$ cat config.mk
export PLATFORM = sky130hd
export DESIGN_NAME = multi_led_blinker_flat
export DESIGN_NICKNAME = d
export VERILOG_FILES = /design/src/rtl/multi_led_blinker_if.sv /design/src/rtl/multi_led_blinker.sv /design/src/flat_wrapper.sv
export SDC_FILE = /design/constraint.sdc
export NUM_CORES = 1
export LEC_CHECK = 0
export CAP_MARGIN = 20
export CORE_UTILIZATION = 58
export CTS_CLUSTER_DIAMETER = 150
export CTS_CLUSTER_SIZE = 8
export DETAILED_ROUTE_END_ITERATION = 10
export HOLD_SLACK_MARGIN = 0.15
export PLACE_DENSITY = 0.83
export SETUP_SLACK_MARGIN = 0.4
export SLEW_MARGIN = 10
export SYNTH_ARGS = -nofsm -noshare
export SYNTH_HDL_FRONTEND = slang
export SYNTH_SLANG_ARGS = --single-unit
$ cat constraint.sdc
create_clock -name clk -period 6.6 [get_ports clk]
set_input_delay 0.66 -clock clk [delete_from_list [all_inputs] [get_ports clk]]
set_output_delay 0.66 -clock clk [all_outputs]
set_load 0.005 [all_outputs]
$ cat src/rtl/multi_led_blinker_if.sv
// Configuration write port of the multi-channel LED blinker.
// The master presents a channel/mode/half-period write; the slave answers with ready.
interface multi_led_blinker_if #(
    parameter int CHANNELS = 4,
    parameter int HALF_W   = 16
);
    localparam int CH_W = (CHANNELS > 1) ? $clog2(CHANNELS) : 1;

    logic              cfg_valid;
    logic              cfg_ready;
    logic [CH_W-1:0]   cfg_ch;
    logic [1:0]        cfg_mode;
    logic [HALF_W-1:0] cfg_half;

    modport master (
        output cfg_valid,
        output cfg_ch,
        output cfg_mode,
        output cfg_half,
        input  cfg_ready
    );

    modport slave (
        input  cfg_valid,
        input  cfg_ch,
        input  cfg_mode,
        input  cfg_half,
        output cfg_ready
    );
endinterface

$ cat src/rtl/multi_led_blinker.sv
// Multi-channel LED driver: one shared prescaler tick drives per-channel OFF/ON/BLINK/ONESHOT
// outputs, configured through a valid/ready port and realigned by a sync strobe.
module multi_led_blinker #(
    parameter int CLK_FREQ_KHz = 50000,
    parameter int TICK_FREQ_Hz = 1000,
    parameter int CHANNELS     = 4,
    parameter int HALF_W       = 16
) (
    input  logic                  clk,
    input  logic                  rst,
    multi_led_blinker_if.slave    cfg,
    input  logic                  sync_in,
    output logic                  tick,
    output logic [CHANNELS-1:0]   led
);
    localparam int TICK_DIV = (CLK_FREQ_KHz * 1000) / TICK_FREQ_Hz;
    localparam int PRE_W    = $clog2(TICK_DIV);
    localparam logic [PRE_W-1:0] PRE_LAST = PRE_W'(TICK_DIV - 1);

    typedef enum logic [1:0] {
        MODE_OFF     = 2'd0,
        MODE_ON      = 2'd1,
        MODE_BLINK   = 2'd2,
        MODE_ONESHOT = 2'd3
    } mode_e;

    logic [PRE_W-1:0]                 pre_q,  pre_d;
    logic                             tick_q, tick_d;
    logic                             ready_q, ready_d;
    logic                             accept_s;
    logic [CHANNELS-1:0][1:0]         mode_q, mode_d;
    logic [CHANNELS-1:0][HALF_W-1:0]  half_q, half_d;
    logic [CHANNELS-1:0][HALF_W-1:0]  cnt_q,  cnt_d;
    logic [CHANNELS-1:0]              led_q,  led_d;

    // Last counter value before a phase ends; a zero half-period behaves as one tick.
    function automatic logic [HALF_W-1:0] last_cnt(input logic [HALF_W-1:0] half);
        return (half == {HALF_W{1'b0}}) ? {HALF_W{1'b0}} : half - HALF_W'(1);
    endfunction

    // Prescaler and handshake next state; sync restarts the time base and hides a same-cycle wrap.
    always_comb begin
        pre_d  = pre_q;
        tick_d = 1'b0;
        if (sync_in) begin
            pre_d  = {PRE_W{1'b0}};
            tick_d = 1'b0;
        end else if (pre_q == PRE_LAST) begin
            pre_d  = {PRE_W{1'b0}};
            tick_d = 1'b1;
        end else begin
            pre_d  = pre_q + PRE_W'(1);
            tick_d = 1'b0;
        end
        accept_s = cfg.cfg_valid && ready_q;
        ready_d  = !accept_s;
    end

    // Per-channel next state: write beats sync, sync beats tick.
    always_comb begin
        mode_d = mode_q;
        half_d = half_q;
        cnt_d  = cnt_q;
        led_d  = led_q;
        for (int i = 0; i < CHANNELS; i++) begin
            if (accept_s && (int'(cfg.cfg_ch) == i)) begin
                mode_d[i] = cfg.cfg_mode;
                half_d[i] = cfg.cfg_half;
                cnt_d[i]  = {HALF_W{1'b0}};
                led_d[i]  = (cfg.cfg_mode != MODE_OFF);
            end else if (sync_in) begin
                if (mode_q[i] == MODE_BLINK) begin
                    cnt_d[i] = {HALF_W{1'b0}};
                    led_d[i] = 1'b1;
                end else begin
                    cnt_d[i] = cnt_q[i];
                end
            end else if (tick_q) begin
                case (mode_q[i])
                    MODE_BLINK: begin
                        if (cnt_q[i] >= last_cnt(half_q[i])) begin
                            cnt_d[i] = {HALF_W{1'b0}};
                            led_d[i] = ~led_q[i];
                        end else begin
                            cnt_d[i] = cnt_q[i] + HALF_W'(1);
                        end
                    end
                    MODE_ONESHOT: begin
                        if (cnt_q[i] >= last_cnt(half_q[i])) begin
                            cnt_d[i]  = {HALF_W{1'b0}};
                            led_d[i]  = 1'b0;
                            mode_d[i] = MODE_OFF;
                        end else begin
                            cnt_d[i] = cnt_q[i] + HALF_W'(1);
                        end
                    end
                    default: begin
                        cnt_d[i] = cnt_q[i];
                    end
                endcase
            end else begin
                cnt_d[i] = cnt_q[i];
            end
        end
    end

    // State registers with synchronous active-low reset.
    always_ff @(posedge clk) begin
        if (!rst) begin
            pre_q   <= {PRE_W{1'b0}};
            tick_q  <= 1'b0;
            ready_q <= 1'b1;
            mode_q  <= {CHANNELS{2'b00}};
            half_q  <= {CHANNELS{{HALF_W{1'b0}}}};
            cnt_q   <= {CHANNELS{{HALF_W{1'b0}}}};
            led_q   <= {CHANNELS{1'b0}};
        end else begin
            pre_q   <= pre_d;
            tick_q  <= tick_d;
            ready_q <= ready_d;
            mode_q  <= mode_d;
            half_q  <= half_d;
            cnt_q   <= cnt_d;
            led_q   <= led_d;
        end
    end

    assign tick          = tick_q;
    assign led           = led_q;
    assign cfg.cfg_ready = ready_q;
endmodule

$ cat src/flat_wrapper.sv
// flat-port wrapper written by rule: the top's interface ports become plain ports
module multi_led_blinker_flat 
#(
    parameter int CLK_FREQ_KHz = 50000,
    parameter int TICK_FREQ_Hz = 1000,
    parameter int CHANNELS     = 4,
    parameter int HALF_W       = 16
)
  (clk, rst, sync_in, tick, led, cfg_cfg_valid, cfg_cfg_ch, cfg_cfg_mode, cfg_cfg_half, cfg_cfg_ready);
  multi_led_blinker_if #(.CHANNELS(CHANNELS), .HALF_W(HALF_W)) cfg_i ();
  input  logic clk;
  input  logic rst;
  input  logic sync_in;
  output logic tick;
  output logic [CHANNELS-1:0] led;
  input wire logic [$bits(cfg_i.cfg_valid)-1:0] cfg_cfg_valid;
  input wire logic [$bits(cfg_i.cfg_ch)-1:0] cfg_cfg_ch;
  input wire logic [$bits(cfg_i.cfg_mode)-1:0] cfg_cfg_mode;
  input wire logic [$bits(cfg_i.cfg_half)-1:0] cfg_cfg_half;
  output wire logic [$bits(cfg_i.cfg_ready)-1:0] cfg_cfg_ready;
  assign cfg_i.cfg_valid = cfg_cfg_valid;
  assign cfg_i.cfg_ch = cfg_cfg_ch;
  assign cfg_i.cfg_mode = cfg_cfg_mode;
  assign cfg_i.cfg_half = cfg_cfg_half;
  assign cfg_cfg_ready = cfg_i.cfg_ready;
  multi_led_blinker #(.CLK_FREQ_KHz(CLK_FREQ_KHz), .TICK_FREQ_Hz(TICK_FREQ_Hz), .CHANNELS(CHANNELS), .HALF_W(HALF_W)) u_core (.clk(clk), .rst(rst), .cfg(cfg_i), .sync_in(sync_in), .tick(tick), .led(led));
endmodule
; ---- Yosys cells after proc, flatten, opt, wreduce, memory -nomap -nowiden
; Cells that the tools add are included.
[totals]
reg_bits = 158
output_inout_bits = 6
word_cells = 201
[classes]
n_addsub = 9
magnitude_cmp = 4
eq_ne = 32
n_mux = 73
n_bitwise = 5
reduce_logical = 59
[op_table]
columns = cell, n
row1 = 16-bit 2-to-1 mux, 24
row2 = "16-bit by 1-bit adder with 16-bit output, second input constant", 5
row3 = 16-bit >= comparator, 4
row4 = 16-bit zero test, 4
row5 = "16-bit by 1-bit subtractor with 16-bit output, second input constant", 4
row6 = 2-bit 2-to-1 mux, 20
row7 = 2-bit nonzero test, 18
row8 = 1-bit 2-to-1 mux, 25
row9 = 3-bit nonzero test, 8
row10 = "2-bit equality test, second input constant", 10
row11 = 5-bit AND reduction, 4
row12 = 2-bit OR reduction, 9
row13 = "16-bit equality test, second input constant", 1
row14 = "2-bit by 1-bit != test with 1-bit output, second input constant", 8
row15 = "4-bit by 2-bit != test with 1-bit output, second input constant", 4
row16 = "4-bit by 3-bit != test with 1-bit output, second input constant", 4
row17 = 4-bit AND reduction, 4
row18 = "3-bit by 1-bit != test with 1-bit output, second input constant", 4
row19 = 3-bit AND reduction, 4
row20 = 1-bit case mux with 2 select lines, 4
row21 = 1-bit logical AND, 5
row22 = 1-bit NOT, 5
row23 = 3-bit OR reduction, 1
row24 = "2-bit by 1-bit equality test with 1-bit output, second input constant", 1
row25 = other kinds (2), 2

; ---- Logic depth before layout (Yosys ltp)
[logic_depth]
depth_word = 8
mapped_depth = 14
ltp_nobuf = 13

; ---- Worst setup path after synthesis
; No wires, ideal clock.
[synth_timing]
kind = register -> register
from = reg u_core.half_q[8] in the netlist's numbering
to = reg u_core.cnt_q[10] in the netlist's numbering
setup_ns = 0.130
arrival_ns = 3.283
required_time_ns = 6.470
setup_slack_ns = 3.187
path_stages_with_launch = 13
period_less_slack_ns = 3.413
path_cell_list = dfxtp_1 -> or4_1 -> nor4_1 -> nand3_1 -> clkbuf_1 -> nand2_1 -> ha_1 -> nand4_1 -> or4_1 -> o32a_1 -> a31oi_4 -> buf_6 -> nor3_1
[synth_between]
elab_chain_cells = 7
word_cells_on_any_way = 8
classes_between = add/sub: 1 / order compare: 1 / mux: 5 / reduce/logical: 1
[synth_lines]
columns = item, line
row1 = from (decl), multi_led_blinker.sv:32  ; logic [CHANNELS-1:0][HALF_W-1:0] half_q, half_d;
row2 = from (signal assigned), multi_led_blinker.sv:114  ; half_q <= {CHANNELS{{HALF_W{1'b0}}}};
row3 = from (signal assigned), multi_led_blinker.sv:122  ; half_q <= half_d;
row4 = 16-bit by 1-bit subtractor with 16-bit output / 16-bit zero test (equally long branches), multi_led_blinker.sv:38  ; return (half == {HALF_W{1'b0}}) ? {HALF_W{1'b0}} : half - HALF_W'(1);
row5 = 16-bit 2-to-1 mux *, multi_led_blinker.sv:38
row6 = 16-bit >= comparator *, "multi_led_blinker.sv:81, multi_led_blinker.sv:89"
row7 = 16-bit 2-to-1 mux *, "multi_led_blinker.sv:81, multi_led_blinker.sv:89"
row8 = 16-bit 2-to-1 mux *, --
row9 = 16-bit 2-to-1 mux *, multi_led_blinker.sv:78  ; end else if (tick_q) begin
row10 = 16-bit 2-to-1 mux *, multi_led_blinker.sv:71  ; end else if (sync_in) begin
row11 = to (signal assigned), multi_led_blinker.sv:115  ; cnt_q <= {CHANNELS{{HALF_W{1'b0}}}};
row12 = to (signal assigned), multi_led_blinker.sv:123  ; cnt_q <= cnt_d;
row13 = to (decl), multi_led_blinker.sv:33  ; logic [CHANNELS-1:0][HALF_W-1:0] cnt_q, cnt_d;
; Mark *: on every way between the ends. The rest lies on a longest branch, timed or not. The select of a mux whose other input is x is not followed.
; A chain may end at the register's enable or synchronous reset.

; ---- Final worst setup path
[layout_timing]
from = reg u_core.half_q[56] in the netlist's numbering
to = reg u_core.cnt_q[48] in the netlist's numbering
; Same word-level chain as after synthesis.

==> results by group <==
Status
  • Status: completed

Critical path
  • Crit Path Class: reg -> reg
  • CP peak stage delay: 0.59 ns
  • CP Capture Type: flop
  • CP arrival: 4.36 ns
  • CP max stage cell: or4_1
  • Crit-path max FO: 16
  • Critical path required time: 6.89 ns
  • Path depth of the worst reg2reg path: 10
  • CP most frequent cell: or4_1
  • Critical-path cell list: or4_1 -> nor4_1 -> nand4b_1 -> nand2_1 -> ha_1 -> nand4_1 -> or4_1 -> o32a_2 -> a31oi_4 -> nor3_1
  • Startpoint Class: flop

Synthesis
  • EDFF count, synth: 0
  • Post-synth top area cell: dfxtp_1
  • Post-synth top area share: 0.334
  • Ys Warns: 0
  • Syn_nets: 1278
  • Mean Syn Cell Area: 8.05 sq um
  • Simple-Gate Fraction of Synth Area: 0.284
  • Most frequent cell after synthesis: nand2_1
  • Top cells by area, synth: dfxtp_1, ha_1, nand2_1
  • Mapped Area: 0.00948 sq mm
  • Synthesized flop and latch total: 158
  • Main combinational cell family by area after synthesis: simple AND/OR/NAND/NOR gates
  • Cells after Synth: 1177
  • Complex-gate fraction of the synthesized area: 0.135
  • Asr flop ratio synth: 0
  • Ys flop type: dfxtp_1
  • Adder-cell share of the synthesized area: 0.102
  • Synth cell count leaders: nand2_1, dfxtp_1, ha_1, nor3_1, nor2_1
  • Mux cell area share after synthesis: 0.00739
  • Yosys cell types: 61
  • Seq/Total Area, Yosys: 0.334
  • XOR/XNOR Fraction of Synth Area: 0.108

STA
  • Max Slew Vio Count: 0
  • Tightest Pin Transition: 1.04 ns
  • Final setup fails: 0
  • Unrepaired setup endpoints after global routing: false
  • Fin crit period: 4.08 ns
  • Clock skew: 0.0116 ns
  • Setup TNS: 0 ns
  • Max frequency: 245 MHz
  • Fin Hold WS: 0.449 ns
  • Fin crit share: 0.618
  • Hold Fails Final Rpt: 0
  • Worst slew margin: 0.303
  • Worst setup slack after layout: 2.52 ns

Clocking
  • CTS tree: done
  • Clk root buf: clkbuf_16
  • Total CTS buffers: 17
  • # resized after CTS: 0
  • Clk sinks: 158
  • Clk Latency, worst-skew pair: 0.43 ns
  • CTS Hold Bufs: 0
  • H-tree Lvls: 4
  • Post-CTS Setup Bufs: 0
  • Clock transition at path regs: 0.06 ns
  • CTS max path bufs: 2

Power
  • Internal Power: 1.75 mW
  • Clock power frac: 0.413
  • Maximum vdd ir drop: 0.209 mV
  • Switching pwr: 0.693 mW
  • Combinational cell fraction of total power: 0.181
  • Switch share: 0.284
  • Power per Cell Area: 232 mW/mm^2
  • Leak: 4.03 nW
  • Seq pwr share: 0.406

Cells and area
  • Antenna diodes: 0
  • Area growth from synthesis to layout: 11.0%
  • Final instance area: 0.0105 sq mm
  • Share of cells above drive strength 1: 0.0424
  • Fin nets: 1292
  • Fin cells: 1420
  • Fill count: 1320

Global route
  • Largest net degree at the start of global routing: 73
  • Gr ovfl total: 0
  • Vias in the first global route: 7603
  • Tot GR Track Use: 0.276
  • First-pass GRT wire length: 36800 um
  • Initial antenna violation count: 0

Drt
  • DR vias/cell: 5.86
  • Avg WL per Cell: 15.6 um
  • Total number of vias: 8317
  • Final wirelength: 22200 um
  • Final ANT Viol Nets: 0
  • DR iter-0 viols: 601
  • DRC violations left: 0
  • First-pass DRT Iterations: 4

Floorplan
  • # IOs: 30
  • Core box area: 0.0159 sq mm
  • Die area: 0.0169 sq mm
  • Rows: 46
  • Die W: 130 um
  • Die Height: 130 um
  • Initial Utilization: 0.594

Placement
  • I/O Buffers: 29
  • DP Area: 0.00991 sq mm
  • Dpl hpwl: 15900 um
  • GPL Wtd Cong: 0.860
  • Pre-CTS setup slack: 2.64 ns
  • Placed insts: 1388

Min path
  • Hold path depth: 1
  • Worst min-delay path class: reg -> reg

Run
  • Maxcap violations: 0
==> metal layers <==
metal  up-vias  routed length (um)  GRT usage
met2       209               10700      0.468
met4         0                 283     0.0814
met1      3924               10100      0.359
met3        26                1180     0.0484
li1       4158                   -          -
met5         -                   0          0
==> worst max-delay path, delay by kind of cell (launching register included) <==
family                   cells  cell delay [ns]
adder cells (fa/ha/maj)      1             0.18
flip-flops                   1             0.35
AO/OA/AOI/OAI                2             0.86
AND/OR/NAND/NOR              7             2.53
==> flip-flops by register name, indices dropped and copies added (netlist names) <==
name,count
u_core.cnt_q,64
u_core.cfg.cfg_ready,1
u_core.pre_q,16
u_core.tick,1
u_core.half_q,64
u_core.led,4
u_core.mode_q,8
==> worst paths after layout <==
path                startpoint          endpoint  slack (ns)
max reg2reg  u_core.half_q[56]  u_core.cnt_q[48]        2.52
min            u_core.pre_q[0]   u_core.pre_q[0]        0.45
max          u_core.half_q[56]  u_core.cnt_q[48]        2.52
min reg2reg    u_core.pre_q[0]   u_core.pre_q[0]        0.45
==> cells by family after synthesis <==
family | count (synthesis)
AO/OA/AOI/OAI | 180
XOR/XNOR | 117
adder cells (fa/ha/maj) | 77
buffers and inverters | 70
flip-flops | 158
multiplexers | 7
AND/OR/NAND/NOR | 568
==> metrics by stage <==
| stage | power [mW] | utilization |
|---|---|---|
| floorplan | 1.34 | - |
| global placement | 1.43 | 0.621 |
| detailed placement | 1.44 | 0.621 |
| CTS | 2.45 | 0.660 |
| global route | 2.55 | 0.660 |
| finish | 2.44 | 0.660 |
==> power by group through the flow <==
stage	logic (mW)	clock network, mW	registers [mW]
2_1_floorplan	0.333	0	1.01
5_1_grt	0.500	1.06	0.994
3_3_place_gp	0.415	0	1.01
4_1_cts	0.440	1.02	0.991
3_5_place_dp	0.431	0	1.01
6_report	0.442	1.01	0.992
==> cell usage in the layout (no fill, tap or decap), types with 4 or more instances in the layout <==
cell and instances:
a2111oi_0 4, a21boi_0 64, a21oi_1 38, a31oi_1 7, and2_1 6, and3_1 14
and4_1 10, buf_4 7, clkbuf_16 17, clkbuf_8 4, clkdlybuf4s50_1 28, clkinv_4 4
dfxtp_1 158, ha_1 77, inv_1 28, mux2i_1 7, nand2_1 254, nand2b_1 12
nand3_1 40, nand3b_1 7, nand4_1 28, nor2_1 68, nor2b_1 8, nor3_1 76
nor4_1 13, o21a_1 9, o21ai_0 19, o22ai_1 6, or3_1 5, or4_1 9
xnor2_1 55, xor2_1 62
==> layout make-up <==
class | count | area, sq um | area share
Sequential cell | 158 | 3160 | 0.301
Clock buffer | 21 | 480 | 0.0457
Tap cell | 216 | 270 | 0.0257
Multi-Input combinational cell | 949 | 6030 | 0.573
Inverter | 29 | 109 | 0.0103
Timing Repair Buffer | 36 | 338 | 0.0321
Clock inverter | 11 | 130 | 0.0124
No activity file was read; power rests on OpenSTA's default activity.
